===== src/rtl/data_cache.sv =====
// Direct-mapped, write-back, write-allocate byte cache: 8 blocks x 4 bytes, 8-bit address.
// Misses stall the cpu through BUSYWAIT while a dirty victim is written back and the block is fetched.
module data_cache (
    input  logic        CLK,
    input  logic        RESET,
    input  logic        READ,
    input  logic        WRITE,
    input  logic [7:0]  ADDRESS,
    input  logic [7:0]  WRITEDATA,
    output logic [7:0]  READDATA,
    output logic        BUSYWAIT,
    output logic        MEM_READ,
    output logic        MEM_WRITE,
    output logic [5:0]  MEM_ADDRESS,
    output logic [31:0] MEM_WRITEDATA,
    input  logic [31:0] MEM_READDATA,
    input  logic        MEM_BUSYWAIT,
    output logic [1:0]  DEBUG_STATE
);

    typedef enum logic [1:0] {
        IDLE      = 2'd0,
        WRITEBACK = 2'd1,
        FETCH     = 2'd2
    } state_t;

    state_t      state;
    logic [31:0] data_mem [8];
    logic [2:0]  tag_mem  [8];
    logic [7:0]  valid;
    logic [7:0]  dirty;
    logic        mem_read_q;
    logic        mem_write_q;

    logic [2:0] addr_tag;
    logic [2:0] addr_index;
    logic [1:0] addr_offset;
    logic       hit;
    logic       request;

    assign addr_tag    = ADDRESS[7:5];
    assign addr_index  = ADDRESS[4:2];
    assign addr_offset = ADDRESS[1:0];
    assign request     = READ | WRITE;
    assign hit         = valid[addr_index] && (tag_mem[addr_index] == addr_tag);

    assign DEBUG_STATE = state;
    assign MEM_READ    = mem_read_q;
    assign MEM_WRITE   = mem_write_q;

    always_comb begin
        BUSYWAIT      = 1'b1;
        READDATA      = 8'h00;
        MEM_ADDRESS   = 6'h00;
        MEM_WRITEDATA = 32'h0;
        if (hit) begin
            READDATA = data_mem[addr_index][{addr_offset, 3'b000} +: 8];
        end
        case (state)
            IDLE: begin
                BUSYWAIT = request & ~hit;
            end
            WRITEBACK: begin
                // The victim goes back under its own stored tag, not the requested one.
                MEM_ADDRESS   = {tag_mem[addr_index], addr_index};
                MEM_WRITEDATA = data_mem[addr_index];
            end
            FETCH: begin
                MEM_ADDRESS = ADDRESS[7:2];
            end
            default: begin
                BUSYWAIT = 1'b1;
            end
        endcase
    end

    always_ff @(posedge CLK) begin
        if (RESET) begin
            state       <= IDLE;
            valid       <= 8'h00;
            dirty       <= 8'h00;
            mem_read_q  <= 1'b0;
            mem_write_q <= 1'b0;
        end else begin
            case (state)
                IDLE: begin
                    if (request && !hit) begin
                        if (valid[addr_index] && dirty[addr_index]) begin
                            state       <= WRITEBACK;
                            mem_write_q <= 1'b1;
                        end else begin
                            state      <= FETCH;
                            mem_read_q <= 1'b1;
                        end
                    end else if (WRITE && hit) begin
                        data_mem[addr_index][{addr_offset, 3'b000} +: 8] <= WRITEDATA;
                        dirty[addr_index] <= 1'b1;
                    end
                end
                WRITEBACK: begin
                    if (!MEM_BUSYWAIT) begin
                        dirty[addr_index] <= 1'b0;
                        state             <= FETCH;
                        mem_write_q       <= 1'b0;
                        mem_read_q        <= 1'b1;
                    end
                end
                FETCH: begin
                    // A pending store is applied on the following IDLE cycle as an ordinary hit.
                    if (!MEM_BUSYWAIT) begin
                        data_mem[addr_index] <= MEM_READDATA;
                        tag_mem[addr_index]  <= addr_tag;
                        valid[addr_index]    <= 1'b1;
                        dirty[addr_index]    <= 1'b0;
                        state                <= IDLE;
                        mem_read_q           <= 1'b0;
                    end
                end
                default: begin
                    state       <= IDLE;
                    mem_read_q  <= 1'b0;
                    mem_write_q <= 1'b0;
                end
            endcase
        end
    end

endmodule


===== config.mk =====
export PLATFORM = sky130hd
export DESIGN_NAME = data_cache
export DESIGN_NICKNAME = d
export VERILOG_FILES = /design/src/rtl/data_cache.sv
export SDC_FILE = /design/constraint.sdc
export NUM_CORES = 1
export LEC_CHECK = 0
export CORE_MARGIN = 2
export CORE_UTILIZATION = 45
export CTS_BUF_LIST = sky130_fd_sc_hd__clkbuf_8
export DETAILED_ROUTE_END_ITERATION = 8
export GPL_ROUTABILITY_DRIVEN = 1
export SKIP_LAST_GASP = 1
export SLEW_MARGIN = 40
export SYNTH_ARGS = -nofsm -noshare
export SYNTH_HDL_FRONTEND = slang
export SYNTH_SLANG_ARGS = --single-unit

===== constraint.sdc =====
create_clock -name CLK -period 3.35 [get_ports CLK]
set_clock_uncertainty 0.05 [all_clocks]
set_input_delay 0.67 -clock CLK [delete_from_list [all_inputs] [get_ports CLK]]
set_output_delay 0.67 -clock CLK [all_outputs]
set_load 0.02 [all_outputs]

Word-level counts from Yosys, hierarchy flattened:

Memory sizes are Yosys's and may differ from the RTL's.
Cells that the tools add are included.

* flip-flop bits (word level): 20
* memory bits (writable): 280
* input bits: 53
* output and inout bits: 51
* logic and storage cells: 147
* memories kept: 2

* add/subtract/negate cells: 1
* $lt $le $gt $ge: 2
* eq/ne operators: 11
* shift operators: 3
* mux-type cells: 68
* bitwise operators: 41
* reductions and logical operators: 14

Memories
* data_mem: depth 8, bits a word 32, rd ports 1, clocked after Yosys merged registers in 0, wr ports 1, line 28 `logic [31:0] data_mem [8];`
* tag_mem: depth 8, bits a word 3, rd ports 1, clocked after Yosys merged registers in 0, wr ports 1, line 29 `logic [2:0] tag_mem [8];`

Operators by type and width (count)
* $mux 32: 2
* $mux 1: 50
* $or 1x1->1: 33
* $mux 8: 4
* $shift 8x7->32 const A: 1
* $shiftx 32x6->8: 1
* $shiftx 8x7->32: 1
* $ne 2x2->1 const B: 8
* $or 8x8->8: 2
* $pmux 8 s2: 1
* $pmux 6 s2: 1
* $reduce_and 4->1: 3
* $and 8x8->8: 1
* $mux 2: 4
* $not 8->8: 1
* $neg 5->7: 1
* $bmux 1 s3: 2
* $pmux 1 s3: 2
* $pmux 2 s3: 1
* $logic_and 1x1->1: 5
* $lt 3x4->1 const B: 1
* $demux 1 s3: 1
* $eq 3x3->1: 1
* $ge 3x1->1 const B: 1
* 10 further kinds: 12

Depth between registers and ports, before layout:

* depth after elaboration: 10
* depth in mapped cells: 9
* mapped depth without buffers: 7

Worst setup path after synthesis:

Ideal clock, no wire load.

* path kind: input-to-output
* start point: in ADDRESS[3]
* end point: out READDATA[6]
* arrival time: 2.676 ns
* data required time: 2.630 ns
* path slack: -0.046 ns
* stages on the path: 7
* buffers on the path: 3
* cells stage by stage: buf_2 buf_2 buf_2 mux4_2 o21a_1 mux4_2 nor2_1

* word-level cells in the longest chain between the ends: 4
* elaborated cells on any way between the ends: 8
* those cells by class: eq/ne (1); shift (1); mux (3); reduce/logical (1); memory (2)

RTL lines
* start: declaration: line 8 `input logic [7:0] ADDRESS,`
* branches (longest 3 deep; another with $mem_v2 8x32)
* $mux 8 (*): line 56 `if (hit) begin`
* end: declaration: line 10 `output logic [7:0] READDATA,`

Mark *: on every way between the ends. The select of a mux whose other input is x is not followed.

Worst setup path after layout:

* start point: in ADDRESS[2]
* end point: out READDATA[3]

The elaborated chain is that of the path after synthesis.

==> impl_table.tex <==
\begin{tabular}{lr}
\hline
Metric & Value \\
\hline
\multicolumn{2}{l}{\textbf{Synth}} \\
\quad Number of warnings issued by yosys & 0 \\
\quad EDFF count, synth & 280 \\
\quad Post-synthesis net count & 892 \\
\quad Mean area per synthesized cell & 15.4 µm² \\
\quad Dominant synthesized flop cell & sky130\_fd\_sc\_hd\_\_edfxtp\_1 \\
\quad Portion of the post-synthesis area used by sequential elements & around 69\% \\
\quad Post-Syn Instances & 831 \\
\quad FF+latch count, synth & 300 \\
\quad Area of the mapped netlist & approximately 13000 µm² \\
\quad Synth unique cells & 50 \\
\quad Share of flip-flops with an asynchronous set or reset after synthesis & 0\% \\
\multicolumn{2}{l}{\textbf{Placed design}} \\
\quad Routability Congestion & about 0.9 \\
\quad Number of buffer cells added on primary ports & 103 \\
\quad DPL Wire Length & approximately 28000 µm \\
\quad Setup slack at placement & -0.772 ns \\
\multicolumn{2}{l}{\textbf{Timing}} \\
\quad Final Cycle Share & 99.9\% \\
\quad Worst Max-Slew Pin Slew & roughly 0.67 ns \\
\quad RSZ-0062 raised after global routing & true \\
\quad Final Setup Violations & 0 \\
\quad Setup TNS after final layout & 0 ns \\
\quad Fin. max-slew vios & 0 \\
\quad Final worst slack & 0.00480 ns \\
\quad Shortest clock period the worst path allows after layout & 3.35 ns \\
\quad Final-layout worst hold slack & 0.421 ns \\
\quad Achievable clock frequency & 299 MHz \\
\quad Final hold violation count & 0 \\
\quad Worst rel slew slack & about 55\% \\
\multicolumn{2}{l}{\textbf{Detailed routing}} \\
\quad Final WL & slightly above 40000 µm \\
\quad Mean number of vias per cell & approximately 5.8 \\
\quad Total via count after detailed routing & around 8.9k \\
\quad Post-route DRC & 0 \\
\quad Total iterations of the first detailed-routing run & 5 \\
\quad Antenna viol nets, final & 0 \\
\quad Routed WL per cell & 26.0 µm \\
\quad Number of DRC markers in iteration 0 & 863 \\
\multicolumn{2}{l}{\textbf{Clock network}} \\
\quad Master cell of the clock root buffer & sky130\_fd\_sc\_hd\_\_clkbuf\_8 \\
\quad CTS tree & yes \\
\quad Reg clk slew, reported paths & roughly 0.05 ns \\
\quad H-tree levels & 2 \\
\quad Buffers from clock root to sink, at most & 3 \\
\quad Sink Count & 300 \\
\quad Clock buffers created by TritonCTS & 50 \\
\quad Clk Latency, worst-skew pair & 0.57 ns \\
\multicolumn{2}{l}{\textbf{Layout}} \\
\quad Most common library cell in the layout ignoring fill and taps & sky130\_fd\_sc\_hd\_\_edfxtp\_1 \\
\quad Total inserted antenna cells & 0 \\
\quad Most frequent cells in the layout & sky130\_fd\_sc\_hd\_\_edfxtp\_1 (280), sky130\_fd\_sc\_hd\_\_buf\_4 (176), sky130\_fd\_sc\_hd\_\_clkdlybuf4s50\_1 (62) \\
\quad Post-route core utilization & 61.2\% \\
\quad Area taken by multi-input logic gates & 3980 µm² \\
\quad Share of final-layout standard cells stronger than drive strength 1 & 32.8\% \\
\quad Flip-flop and latch area & 8810 µm² \\
\quad Final-layout fill cell count & 2189 \\
\quad Layout net count & 1192 \\
\quad Area overhead of the layout relative to synthesis & 33.2\% \\
\multicolumn{2}{l}{\textbf{Pwr}} \\
\quad Final Power & 0.00812 W \\
\quad Worst supply voltage drop on vdd & 0.282 mV \\
\quad Power share of the combinational group & 13.1\% \\
\quad Switching Share & 24.5\% \\
\quad Clock share of power & approximately 35\% \\
\quad Reported net switching power & 0.00199 W \\
\quad Flop pwr share & between 50\% and 60\% \\
\quad Power Internal & 0.00613 W \\
\quad LEAKAGE & 6.26 nW \\
\quad Cell Pwr Density & 475 nW/µm² \\
\multicolumn{2}{l}{\textbf{Critical path}} \\
\quad Sequence of cells on the critical path & buf\_12 -> buf\_8 -> and2\_4 -> buf\_4 -> a22o\_1 -> a221o\_1 -> mux4\_2 -> and2\_1 -> buf\_4 \\
\quad Crit path top cell by count & sky130\_fd\_sc\_hd\_\_buf\_4 \\
\quad Startpoint of the lowest-slack register-to-register path & DEBUG\_STATE[0] \\
\quad CP required & 2.63 ns \\
\quad Nature of the critical path startpoint & input pin \\
\quad Total buffers and inverters traversed by the critical path & 4 \\
\quad Worst Setup End Kind & primary output \\
\quad Critical path launch point & ADDRESS[2] \\
\quad Type of the setup path with the least slack & input pin to primary output \\
\quad Worst-path maximum fanout & 10 \\
\quad Crit path arrival time & roughly 2.6 ns \\
\quad Cell type group with the largest total delay on the critical path & buffers and inverters \\
\quad Slowest Stage Delay on Critical Path & 0.49 ns \\
\quad Slowest cell on the critical path & sky130\_fd\_sc\_hd\_\_mux4\_2 \\
\multicolumn{2}{l}{\textbf{Global route}} \\
\quad Total Routing Usage GR & 26.7\% \\
\quad Initial antenna violation count & 0 \\
\quad Via count of the first global-routing pass & 8863 \\
\quad Global-route wire length before repair & 58600 µm \\
\quad Largest net degree at the start of global routing & 49 \\
\quad Overflow left after global routing & 0 \\
\multicolumn{2}{l}{\textbf{Die}} \\
\quad Initial Utilization & between 40\% and 50\% \\
\quad Num ports & 104 \\
\quad Vertical die dimension & 173 µm \\
\quad Core box area & 27900 µm² \\
\quad Rows & 61 \\
\quad Die area & roughly 30000 µm² \\
\quad Width of the die & 173 µm \\
\multicolumn{2}{l}{\textbf{Flow run}} \\
\quad Number of max-cap violations & 0 \\
\multicolumn{2}{l}{\textbf{Hold path}} \\
\quad HP Class & flop to flop \\
\quad Hold wc startpoint & valid[5] \\
\multicolumn{2}{l}{\textbf{Status}} \\
\quad Status & completed \\
\hline
\end{tabular}
==> sequential cells by signal (all words and copies together) (netlist names), named ones only <==
register,cells
data_mem,256
DEBUG_STATE,2
valid,8
tag_mem,24
MEM_READ,1
MEM_WRITE,1
==> kinds of logic after synthesis <==
family	after synthesis	synth area share (%)
AO/OA/AOI/OAI	199	11.5
adder cells (fa/ha/maj)	8	0.780
buffers and inverters	82	2.67
flip-flops	300	68.6
multiplexers	97	10.9
AND/OR/NAND/NOR	145	5.54
==> area by class of cell <==
type	instances	area share, %
Inverter	25	0.563
Clock inverter	36	0.827
Tap cell	378	2.77
Clock buffer	54	4.35
Timing Repair Buffer	305	16.7
Sequential cell	300	51.5
Multi-Input combinational cell	449	23.3
==> power groups by stage <==
stage	Clock (W)	Combinational [W]	Sequential [W]
after floorplan	0	0.000443	0.00427
after global placement	0	0.000948	0.00426
after detailed placement	0	0.000957	0.00426
after CTS	0.00292	0.00101	0.00419
after global routing	0.00309	0.00111	0.00419
final	0.00288	0.00106	0.00419
==> per-stage QoR <==
step                cell area [µm²]  std cells
finish                        17100       1547
detailed placement            15600       1441
CTS                           16800       1536
global route                  17100       1547
floorplan                     12800        831
global placement              15600       1441
==> worst reg2reg max path: cells and delay by family (launching register included) <==
kind | cells | cell delay, ns
and+or+nand+nor | 2 | 0.75
buffers and inverters | 3 | 0.57
DFF | 1 | 0.43
adders and majority gates | 1 | 0.34
AOI/OAI and AO/OA | 1 | 0.34
==> per-layer routing <==
layer | up-vias | track usage (%) | share of wire (%)
li1 | 3947 | - | -
met3 | 57 | 3.98 | 7.8
met5 | - | 0 | 0
met4 | 0 | 8.19 | 2.5
met2 | 402 | 42.6 | 47
met1 | 4533 | 38.1 | 42
==> Yosys cell counts, types with 16 or more instances <==
cell,n,share of area [%]
sky130_fd_sc_hd__edfxtp_1,280,66
sky130_fd_sc_hd__nor2_1,66,1.9
sky130_fd_sc_hd__a22o_1,44,3.0
sky130_fd_sc_hd__a21oi_1,43,1.7
sky130_fd_sc_hd__mux2i_1,39,3.0
sky130_fd_sc_hd__clkbuf_1,36,1.1
sky130_fd_sc_hd__mux4_2,31,5.4
sky130_fd_sc_hd__mux2_2,27,2.4
sky130_fd_sc_hd__a221oi_1,24,1.6
sky130_fd_sc_hd__o22ai_1,24,1.2
sky130_fd_sc_hd__inv_1,22,0.64
sky130_fd_sc_hd__dfxtp_1,20,3.1
sky130_fd_sc_hd__nand2_1,18,0.53
sky130_fd_sc_hd__a22oi_1,17,0.99
sky130_fd_sc_hd__buf_2,16,0.62
==> repair_timing <==
action	in CTS	in global routing
pin swaps	7	5
endpoints found under the setup margin	42	23
buffers inserted	4	11
hold buffers	0	0
gates resized for setup	135	50
gates cloned	2	0
==> path summary, 6_finish.rpt <==
| kind | cells past startpoint | endpoint | slack [ns] |
|---|---|---|---|
| max reg2reg | 7 | data_mem[1][31] | 0.62 |
| min reg2reg | 2 | valid[5] | 0.42 |
| max | 9 | READDATA[3] | 0.005 |
| min | 2 | valid[5] | 0.42 |
(Power assumes the default switching activity.)
